[src/rtl/bw_io_misc_rpt_pkg.sv]
// Shared constants and types for the far-end misc repeater receiver.
package bw_io_misc_rpt_pkg;

   localparam int MISC_RPT_WIDTH = 7;
   localparam int MISC_RPT_SYNC  = 2;
   localparam int MISC_RPT_FILT  = 3;

   typedef enum logic {
      RCV_IDLE,
      RCV_PRESENT
   } rcv_state_e;

endpackage

[src/rtl/bw_io_misc_rpt_filt.sv]
// One repeated misc bit: synchronizer chain followed by a consecutive-sample
// deglitch filter that only accepts a new level after FILT_CNT agreeing samples.
module bw_io_misc_rpt_filt
   import bw_io_misc_rpt_pkg::*;
#(
   parameter int SYNC_STAGES = MISC_RPT_SYNC,
   parameter int FILT_CNT    = MISC_RPT_FILT,
   parameter int CNT_W       = 2
) (
   input  logic rclk,
   input  logic arst_l,
   input  logic i_din,
   output logic o_filt
);

   logic [SYNC_STAGES-1:0] r_sync;
   logic [CNT_W-1:0]       r_cnt;
   logic                   r_filt;
   logic                   w_sync;

   assign w_sync = r_sync[SYNC_STAGES-1];
   assign o_filt = r_filt;

   // NOTE: all state, the synchronizer flops included, clears on reset so a
   // reset never leaves a half-shifted level that could fake a transition.
   always_ff @(posedge rclk or negedge arst_l) begin
      if (!arst_l) begin
         r_sync <= '0;
         r_cnt  <= '0;
         r_filt <= 1'b0;
      end else begin
         r_sync <= {r_sync[SYNC_STAGES-2:0], i_din};
         if (w_sync == r_filt) begin
            r_cnt <= '0;
         end else if (r_cnt == CNT_W'(FILT_CNT - 1)) begin
            r_filt <= w_sync;
            r_cnt  <= '0;
         end else begin
            r_cnt <= r_cnt + CNT_W'(1);
         end
      end
   end

endmodule

[src/rtl/bw_io_misc_rpt_rcv.sv]
// Far-end misc repeater receiver: per-bit sync/filter, toggle accumulation and
// a valid/ack change report that holds its contents until acknowledged.
module bw_io_misc_rpt_rcv
   import bw_io_misc_rpt_pkg::*;
#(
   parameter int WIDTH       = MISC_RPT_WIDTH,
   parameter int SYNC_STAGES = MISC_RPT_SYNC,
   parameter int FILT_CNT    = MISC_RPT_FILT,
   parameter int CNT_W       = 2
) (
   input  logic             rclk,
   input  logic             arst_l,
   input  logic [WIDTH-1:0] rpt_in,
   output logic [WIDTH-1:0] rpt_out,
   output logic             chg_vld,
   output logic [WIDTH-1:0] chg_bits,
   output logic             chg_ovf,
   input  logic             chg_ack
);

   logic [WIDTH-1:0] w_filt;
   logic [WIDTH-1:0] w_tog;
   logic             w_load;
   logic [WIDTH-1:0] r_filt_d;
   logic [WIDTH-1:0] r_pend;
   logic             r_ovf_pend;
   rcv_state_e       r_state;

   for (genvar gi = 0; gi < WIDTH; gi++) begin : g_bit
      bw_io_misc_rpt_filt #(
         .SYNC_STAGES (SYNC_STAGES),
         .FILT_CNT    (FILT_CNT),
         .CNT_W       (CNT_W)
      ) u_filt (
         .rclk   (rclk),
         .arst_l (arst_l),
         .i_din  (rpt_in[gi]),
         .o_filt (w_filt[gi])
      );
   end

   assign rpt_out = w_filt;
   assign w_tog   = w_filt ^ r_filt_d;
   assign w_load  = (r_state == RCV_IDLE) && (|r_pend);

   always_ff @(posedge rclk or negedge arst_l) begin
      if (!arst_l) begin
         r_filt_d   <= '0;
         r_pend     <= '0;
         r_ovf_pend <= 1'b0;
         r_state    <= RCV_IDLE;
         chg_vld    <= 1'b0;
         chg_bits   <= '0;
         chg_ovf    <= 1'b0;
      end else begin
         r_filt_d <= w_filt;

         // A toggle landing on the load cycle starts the next report rather than
         // being swallowed by the clear.
         if (w_load) begin
            r_pend     <= w_tog;
            r_ovf_pend <= 1'b0;
         end else begin
            r_pend     <= r_pend | w_tog;
            r_ovf_pend <= r_ovf_pend | (|(w_tog & r_pend));
         end

         case (r_state)
            RCV_IDLE: begin
               if (w_load) begin
                  chg_bits <= r_pend;
                  chg_ovf  <= r_ovf_pend;
                  chg_vld  <= 1'b1;
                  r_state  <= RCV_PRESENT;
               end
            end
            RCV_PRESENT: begin
               if (chg_ack) begin
                  chg_vld  <= 1'b0;
                  chg_bits <= '0;
                  chg_ovf  <= 1'b0;
                  r_state  <= RCV_IDLE;
               end
            end
            default: r_state <= RCV_IDLE;
         endcase
      end
   end

endmodule

[config.mk]
export PLATFORM = sky130hd
export DESIGN_NAME = bw_io_misc_rpt_rcv
export DESIGN_NICKNAME = d
export VERILOG_FILES = /design/src/rtl/bw_io_misc_rpt_pkg.sv /design/src/rtl/bw_io_misc_rpt_filt.sv /design/src/rtl/bw_io_misc_rpt_rcv.sv
export SDC_FILE = /design/constraint.sdc
export NUM_CORES = 1
export LEC_CHECK = 0
export CORE_ASPECT_RATIO = 0.7
export CORE_MARGIN = 5
export CORE_UTILIZATION = 40
export DETAILED_ROUTE_END_ITERATION = 8
export PLACE_DENSITY = 0.64
export SLEW_MARGIN = 20
export SYNTH_ARGS = -nofsm -noshare
export SYNTH_HDL_FRONTEND = slang
export SYNTH_SLANG_ARGS = --single-unit
export TNS_END_PERCENT = 10
[constraint.sdc]
create_clock -name rclk -period 3.9 [get_ports rclk]
set_input_delay 0.78 -clock rclk [delete_from_list [all_inputs] [get_ports rclk]]
set_output_delay 0.78 -clock rclk [all_outputs]
set_load 0.1 [all_outputs]
Yosys cells after proc, flatten, opt, wreduce, memory -nomap -nowiden
Index checks and enable logic that the tools add are counted.
Operators by class
  $add $sub $neg: 7
  reduce and logical (&&, ||, !) cells: 11
  muxes and demuxes: 27
  equality and inequality tests: 16
  bitwise operators: 12
Operator list (count)
  $mux 2: 14
  $mux 7: 3
  $reduce_and 2->1: 8
  $add 2x1->2 const B: 7
  $eq 2x2->1 const B: 7
  $pmux 7 s2: 1
  $reduce_or 7->1: 2
  $not 1->1: 8
  $and 7x7->7: 1
  $eq 1x1->1: 7
  $or 7x7->7: 1
  $xor 7x7->7: 1
  $mux 1: 6
  $pmux 1 s2: 3
  $ne 2x2->1 const B: 2
  $logic_and 1x1->1: 1
  $or 1x1->1: 1
Storage, ports and cells
  word-level logic and storage cells: 101
  input bits: 10
  output and inout bits: 16
  register bits: 60

Longest topological paths before layout
Gate-level depths: netlist (run 1).
  depth after elaboration: 5
  depth in mapped cells: 4
  mapped depth without buffers: 4

By module
From an unflattened synthesis (run 1), not the netlist that was laid out.
Second synthesis, totals
  cell total of the unflattened synthesis: 142
  area total of the unflattened synthesis: 2173.3 µm²
Modules (own cells, without submodules)
  bw_io_misc_rpt_filt: cells an instance 10, area an instance 175.2 µm², instances 7, seq. area each 125.1 µm²
  bw_io_misc_rpt_rcv: cells an instance 72, area an instance 947.2 µm², instances 1, seq. area each 625.6 µm²

Least setup slack after synthesis (run 1)
OpenSTA, ideal clock, no wires.
  path type: register -> output
  start: reg chg_vld
  end: out chg_vld
  arrival time: 0.913 ns
  setup slack: 2.207 ns
  stages on the path, launching flop included: 1
  buffers on the path: 0
  data required time: 3.120 ns
  cells stage by stage: dfrtp_1
RTL lines
  start, declared: line bw_io_misc_rpt_rcv.sv:15  | output logic chg_vld,
  start signal, assigned: line bw_io_misc_rpt_rcv.sv:52  | chg_vld <= 1'b0;
  start signal, assigned: line bw_io_misc_rpt_rcv.sv:73  | chg_vld <= 1'b1;
  start signal, assigned: line bw_io_misc_rpt_rcv.sv:79  | chg_vld <= 1'b0;
No word-level cell between the ends.

Final worst setup path (run 1)
  start: reg g_bit[2].u_filt.r_filt
  end: out rpt_out[2]
RTL lines
  start, declared: line bw_io_misc_rpt_filt.sv:18  | logic r_filt;
  start signal, assigned: line bw_io_misc_rpt_filt.sv:36  | r_filt <= w_sync;
  end, declared: line bw_io_misc_rpt_rcv.sv:14  | output logic [WIDTH-1:0] rpt_out,
No word-level cell between the ends.

==> flow_summary.toml, run 1 <==
[status]
run_status = "finished, final reports clean"

[timing]
tightestPinTransition_ns = 0.985
timing.final.crit_share_pct = 69.6
clock_skew_ns = 0.00426
final_hold_fails = 0
final.min_clock_period_ns = 2.71
holdWs_ns = 0.343
setup_violations = 0
timing.slew.headroom_pct = 34.1
final_max_slew_viol_count = 0
max_clock_freq_ghz = 0.369
rsz0062_at_grt = "false"
tns_ns = 0
final_critical_path_setup_slack_ns = 1.19

[critical_path]
critical-path-slowest-cell = "clkdlybuf4s50_1"
startpoint_type_of_the_worst_setup_path = "flop"
critical_path_required_ns = 3.12
data_arrival_critical_path_ns = 1.93
endpoint_kind = "primary output"
crit_buf_inv = 1
worst_path_cell_trace = "clkdlybuf4s50_1"
crit_family = "buffers and inverters"
criticalPathCategory = "reg -> out"
highest_net_fanout_along_the_worst_path = 5
slowest_delay_ns = 1.17

[cts]
cts_tree = "built"
worstSkewPairLatency_ns = 0.33
postCtsSetupBuffers = 0
h-tree-depth = 3
cts_inserted_buffers = 9
cts_sinks = 60
cts.clk_slew.worst_paths_ns = 0.06
clock_root_buffer = "clkbuf_8"
cts-root-to-sink-buffers = 2
holdBufCountCts = 0
postCtsResizedCells = 0

[finish]
area.growth.synth_to_final_pct = 19.7
final_util_pct = 49.3
fill_cells = 466
drive_above_1_share_pct = 13.4
nNetsFinal = 188
diodes = 0

[placement]
portBuffers = 25
hpwl_um = 2440
gp_congestion = 0.774
dp_slack_ns = 1.53

[synth]
syn-num-nets = 160
synth-simple-area-share_pct = 9.47
synth_area_um2 = 2150
synth_xor_xnor_area_share_pct = 5.69
yosys.area.top_type = "dfrtp_1"
synth-seq-cells = 60
post_synth_most_frequent_cells = "60 x dfrtp_1, 13 x xnor2_1, 9 x nor3_1"
most_area_consuming_cells_after_synthesis = "dfrtp_1 70%, xnor2_1 5.3%, mux2_2 3.7%, a22o_1 3.3%, buf_4 2.8%"
synth_edf_count = 0
multiplexer_share_of_the_synthesized_area_pct = 4.70
post-synth-top-area-fraction_pct = 69.7
seq_area_frac_synth_pct = 69.7
postSynth.asyncResetShare_pct = 100
syn-instance-count = 150
syn_avg_cell_area_um2 = 14.4
synth_ff_type = "dfrtp_1"
combinational_family_with_the_most_area_after_synthesis = "simple AND/OR/NAND/NOR gates"
yosys.cell_count.top_type = "dfrtp_1"
synth-adder-area-share_pct = 0
compound_gate_fraction_of_synth_area_pct = 6.39
number_of_distinct_standard_cells_referenced_by_the_synthesized_netlist = 25
yosysWarnings = 0

[global_routing]
first_global_vias = 1297
grt.total_usage_pct = 10.9
gr-total-overflow = 0
grt_start_max_net_pins = 43
wire_length_of_the_first_global_routing_pass_um = 5790
number_of_antenna_violations_at_the_first_check_in_global_routing = 0

[routing]
routed_vias = 1179
drc_errors = 0
detail_route.wl_per_cell_um = 13.3
detail_route.wirelength_um = 3330
detail_route.vias_per_cell = 4.70
drt-pass1-iter-count = 2
detail-route-antenna-nets = 0
first_iter_violations = 52

[floorplan]
die_span_in_x_um = 97.7
die_area_um2 = 6980
placeable_core_region_um2 = 5230
top_level_ports = 26
rows = 22
floorplan.initialDensity_pct = 41.2
die_height_um = 71.4

[min_path]
timing.hold.worst.class = "reg -> reg"

[flow_run]
max_cap_violations = 0
==> cell usage in the layout (no fill, tap or decap), drive strengths merged <==
master         instances
xor2                   1
inv                    5
nor2b                  8
a211oi                 1
nor4                   1
nor2                   2
clkdlybuf4s50         24
buf                    2
mux2i                  1
a21oi                  4
a22o                   8
nand2b                 2
o22ai                  2
nor3b                  7
mux2                   7
o21ai                  4
xnor2                 13
a21o                   1
nand2                  5
dfrtp                 60
clkbuf                12
nor3                   9
==> registers in the layout, indices dropped and copies added (netlist names) <==
register             cells
chg_bits                 7
chg_ovf                  1
chg_vld                  1
g_bit.u_filt.o_filt      7
g_bit.u_filt.r_cnt      14
g_bit.u_filt.r_sync     14
r_filt_d                 7
r_ovf_pend               1
r_pend                   7
r_state                  1
==> cell families (layout without fill, tap and decap cells) <==
group | Yosys count | after routing
AO/OA/AOI/OAI | 20 | 20
flip-flops | 60 | 60
AND/OR/NAND/NOR | 34 | 34
multiplexers | 8 | 8
buffers and inverters | 14 | 43
XOR/XNOR | 14 | 14
==> final cells by class <==
| cell class | instances | area, um2 | area share, % |
|---|---|---|---|
| multi-input combinational | 76 | 566 | 21.9 |
| clock buffer | 12 | 145 | 5.63 |
| timing repair buffer | 26 | 253 | 9.80 |
| tap | 72 | 90.1 | 3.49 |
| inverter | 5 | 23.8 | 0.922 |
| sequential | 60 | 1500 | 58.2 |
==> layer usage <==
layer	up-vias	track usage, %	wire length (um)
met5	-	0	0
met4	0	4.92	34
met3	4	7.00	228
met2	22	17.4	1630
met1	595	11.5	1430
li1	558	-	-
==> metrics by stage <==
stage          instance area (um2)  instances
2_1_floorplan                 2150        150
3_3_place_gp                  2430        239
3_5_place_dp                  2430        239
4_1_cts                       2580        251
5_1_grt                       2580        251
6_report                      2580        251
==> worst paths after layout <==
kind,from,to,slack (ns),depth (start not counted)
worst max-delay path,g_bit[2].u_filt.o_filt,rpt_out[2],1.19,1
worst min-delay path,g_bit[4].u_filt.r_sync[0],g_bit[4].u_filt.r_sync[1],0.34,0
worst min register to register,g_bit[4].u_filt.r_sync[0],g_bit[4].u_filt.r_sync[1],0.34,0
worst max register to register,r_pend[2],chg_bits[0],2.46,4
min in group asynchronous,arst_l,g_bit[0].u_filt.o_filt,0.37,1
max in group asynchronous,arst_l,g_bit[5].u_filt.r_cnt[1],2.69,2
Power of run 1 is left out: the tool's default activity adds up to more than one toggle a clock period on the data nets, which glitch-free logic cannot reach.
==> inputs of run 2 (changes only) <==
--- a/config.mk
+++ b/config.mk
@@ -9,7 +9,7 @@
 export CORE_MARGIN = 5
 export CORE_UTILIZATION = 40
 export DETAILED_ROUTE_END_ITERATION = 8
-export PLACE_DENSITY = 0.64
+export PLACE_DENSITY = 0.67
 export SLEW_MARGIN = 20
 export SYNTH_ARGS = -nofsm -noshare
 export SYNTH_HDL_FRONTEND = slang
==> constraint.sdc (replaced) <==
create_clock -name rclk -period 2.2 [get_ports rclk]
set_input_delay 0.44 -clock rclk [delete_from_list [all_inputs] [get_ports rclk]]
set_output_delay 0.44 -clock rclk [all_outputs]
set_load 0.1 [all_outputs]
==> run 2 against run 1 <==
  * Worst hold slack worse by 0.25 ns
  * Non-clock buffer count unchanged
  * Die area unchanged
==> flow_summary.toml, run 2 (same netlist as run 1, synthesis figures left out) <==
[status]
run_status = "finished, final reports clean"

[timing]
timing.final.crit_share_pct = 70.7
final.min_clock_period_ns = 1.55
max_clock_freq_ghz = 0.643
final_max_slew_viol_count = 0
tns_ns = 0
tightestPinTransition_ns = 0.555
final_hold_fails = 0
rsz0062_at_grt = "false"
setup_violations = 0
clock_skew_ns = 0.00329
holdWs_ns = 0.0970
timing.slew.headroom_pct = 63.0

[global_routing]
first_global_vias = 1243
gr-total-overflow = 0
grt_start_max_net_pins = 37
grt.total_usage_pct = 11.4
number_of_antenna_violations_at_the_first_check_in_global_routing = 0
wire_length_of_the_first_global_routing_pass_um = 5830

[critical_path]
worst_r2r_path_depth = 4
data_arrival_critical_path_ns = 1.11
critical_path_required_ns = 1.76
startpoint_type_of_the_worst_setup_path = "flop"
criticalPathCategory = "reg -> out"
crit_buf_inv = 1
critical-path-slowest-cell = "dfrtp_1"
slowest_delay_ns = 0.45
worst_path_cell_trace = "buf_4"
endpoint_kind = "primary output"
highest_net_fanout_along_the_worst_path = 5
crit_family = "flip-flops"
worst-path-stages = 1

[finish]
area.growth.synth_to_final_pct = 20.4
layout.cell_area.non_filler_um2 = 2590
layout_commonest_cell = "dfrtp_1"
nNetsFinal = 188
final_util_pct = 49.6
top_regs = "g_bit.u_filt.r_cnt x14, g_bit.u_filt.r_sync x14"
sequential_cell_area_um2 = 1500
diodes = 0
drive_above_1_share_pct = 24.2
area_of_combinational_cells_with_multiple_inputs_um2 = 566
layout.cells.most_common_list = "60 x dfrtp_1, 16 x buf_4, 13 x xnor2_1, 13 x clkbuf_8, 9 x nor3_1"
fill_cells = 459

[floorplan]
placeable_core_region_um2 = 5230
floorplan.initialDensity_pct = 41.2
die_span_in_x_um = 97.7
rows = 22
die_height_um = 71.4
top_level_ports = 26
die_area_um2 = 6980

[placement]
portBuffers = 25
hpwl_um = 2330
postPlaceCellArea_um2 = 2410
gp_congestion = 0.797

[cts]
cts_sinks = 60
cts.clk_slew.worst_paths_ns = 0.06
cts-root-to-sink-buffers = 2
holdBufCountCts = 0
postCtsResizedCells = 0
h-tree-depth = 3
clock_root_buffer = "clkbuf_8"
cts_tree = "built"
postCtsSetupBuffers = 0
cts_inserted_buffers = 9
worstSkewPairLatency_ns = 0.33

[flow_run]
max_cap_violations = 0

[routing]
detail-route-antenna-nets = 0
detail_route.wirelength_um = 3330
drc_errors = 0
detail_route.vias_per_cell = 4.59
routed_vias = 1166
first_iter_violations = 58
drt-pass1-iter-count = 4
detail_route.wl_per_cell_um = 13.1

[min_path]
timing.hold.worst.class = "in -> async"
run 2: per-stage QoR:
step                      setup WS [ns]  cells
after floorplan                   0.847    150
after global placement            0.774    239
after detailed placement          0.728    239
after CTS                         0.622    254
after global routing              0.577    254
final                             0.646    254
run 2: layout make-up:
class	instances	share of cell area (%)
clock buffer	14	7.04
timing repair buffer	26	8.68
clock inverter	1	0.193
multi-input combinational	76	21.8
sequential	60	57.9
tap	72	3.47
inverter	5	0.917
run 2: worst paths after layout:
kind                                           start                   endpoint  slack, ns
max reg2reg                                r_pend[2]                    chg_ovf       0.79
min                                           arst_l     g_bit[1].u_filt.o_filt        0.1
min reg2reg                g_bit[2].u_filt.r_sync[0]  g_bit[2].u_filt.r_sync[1]       0.35
max in group asynchronous                     arst_l  g_bit[3].u_filt.r_sync[1]       1.53
max                           g_bit[6].u_filt.o_filt                 rpt_out[6]       0.65
min in group rclk          g_bit[2].u_filt.r_sync[0]  g_bit[2].u_filt.r_sync[1]       0.35
run 2: routing by layer:
metal  vias up  part of all wire, %  global-route usage, %  routed length (um)
met4         0                  2.9                   7.37                  95
met2        22                   47                   18.1                1560
met1       571                   44                   12.0                1480
met3        13                  5.8                   5.84                 194
met5         -                    0                      0                   0
li1        560                    -                      -                   -
Power of run 2 is left out for the same reason.
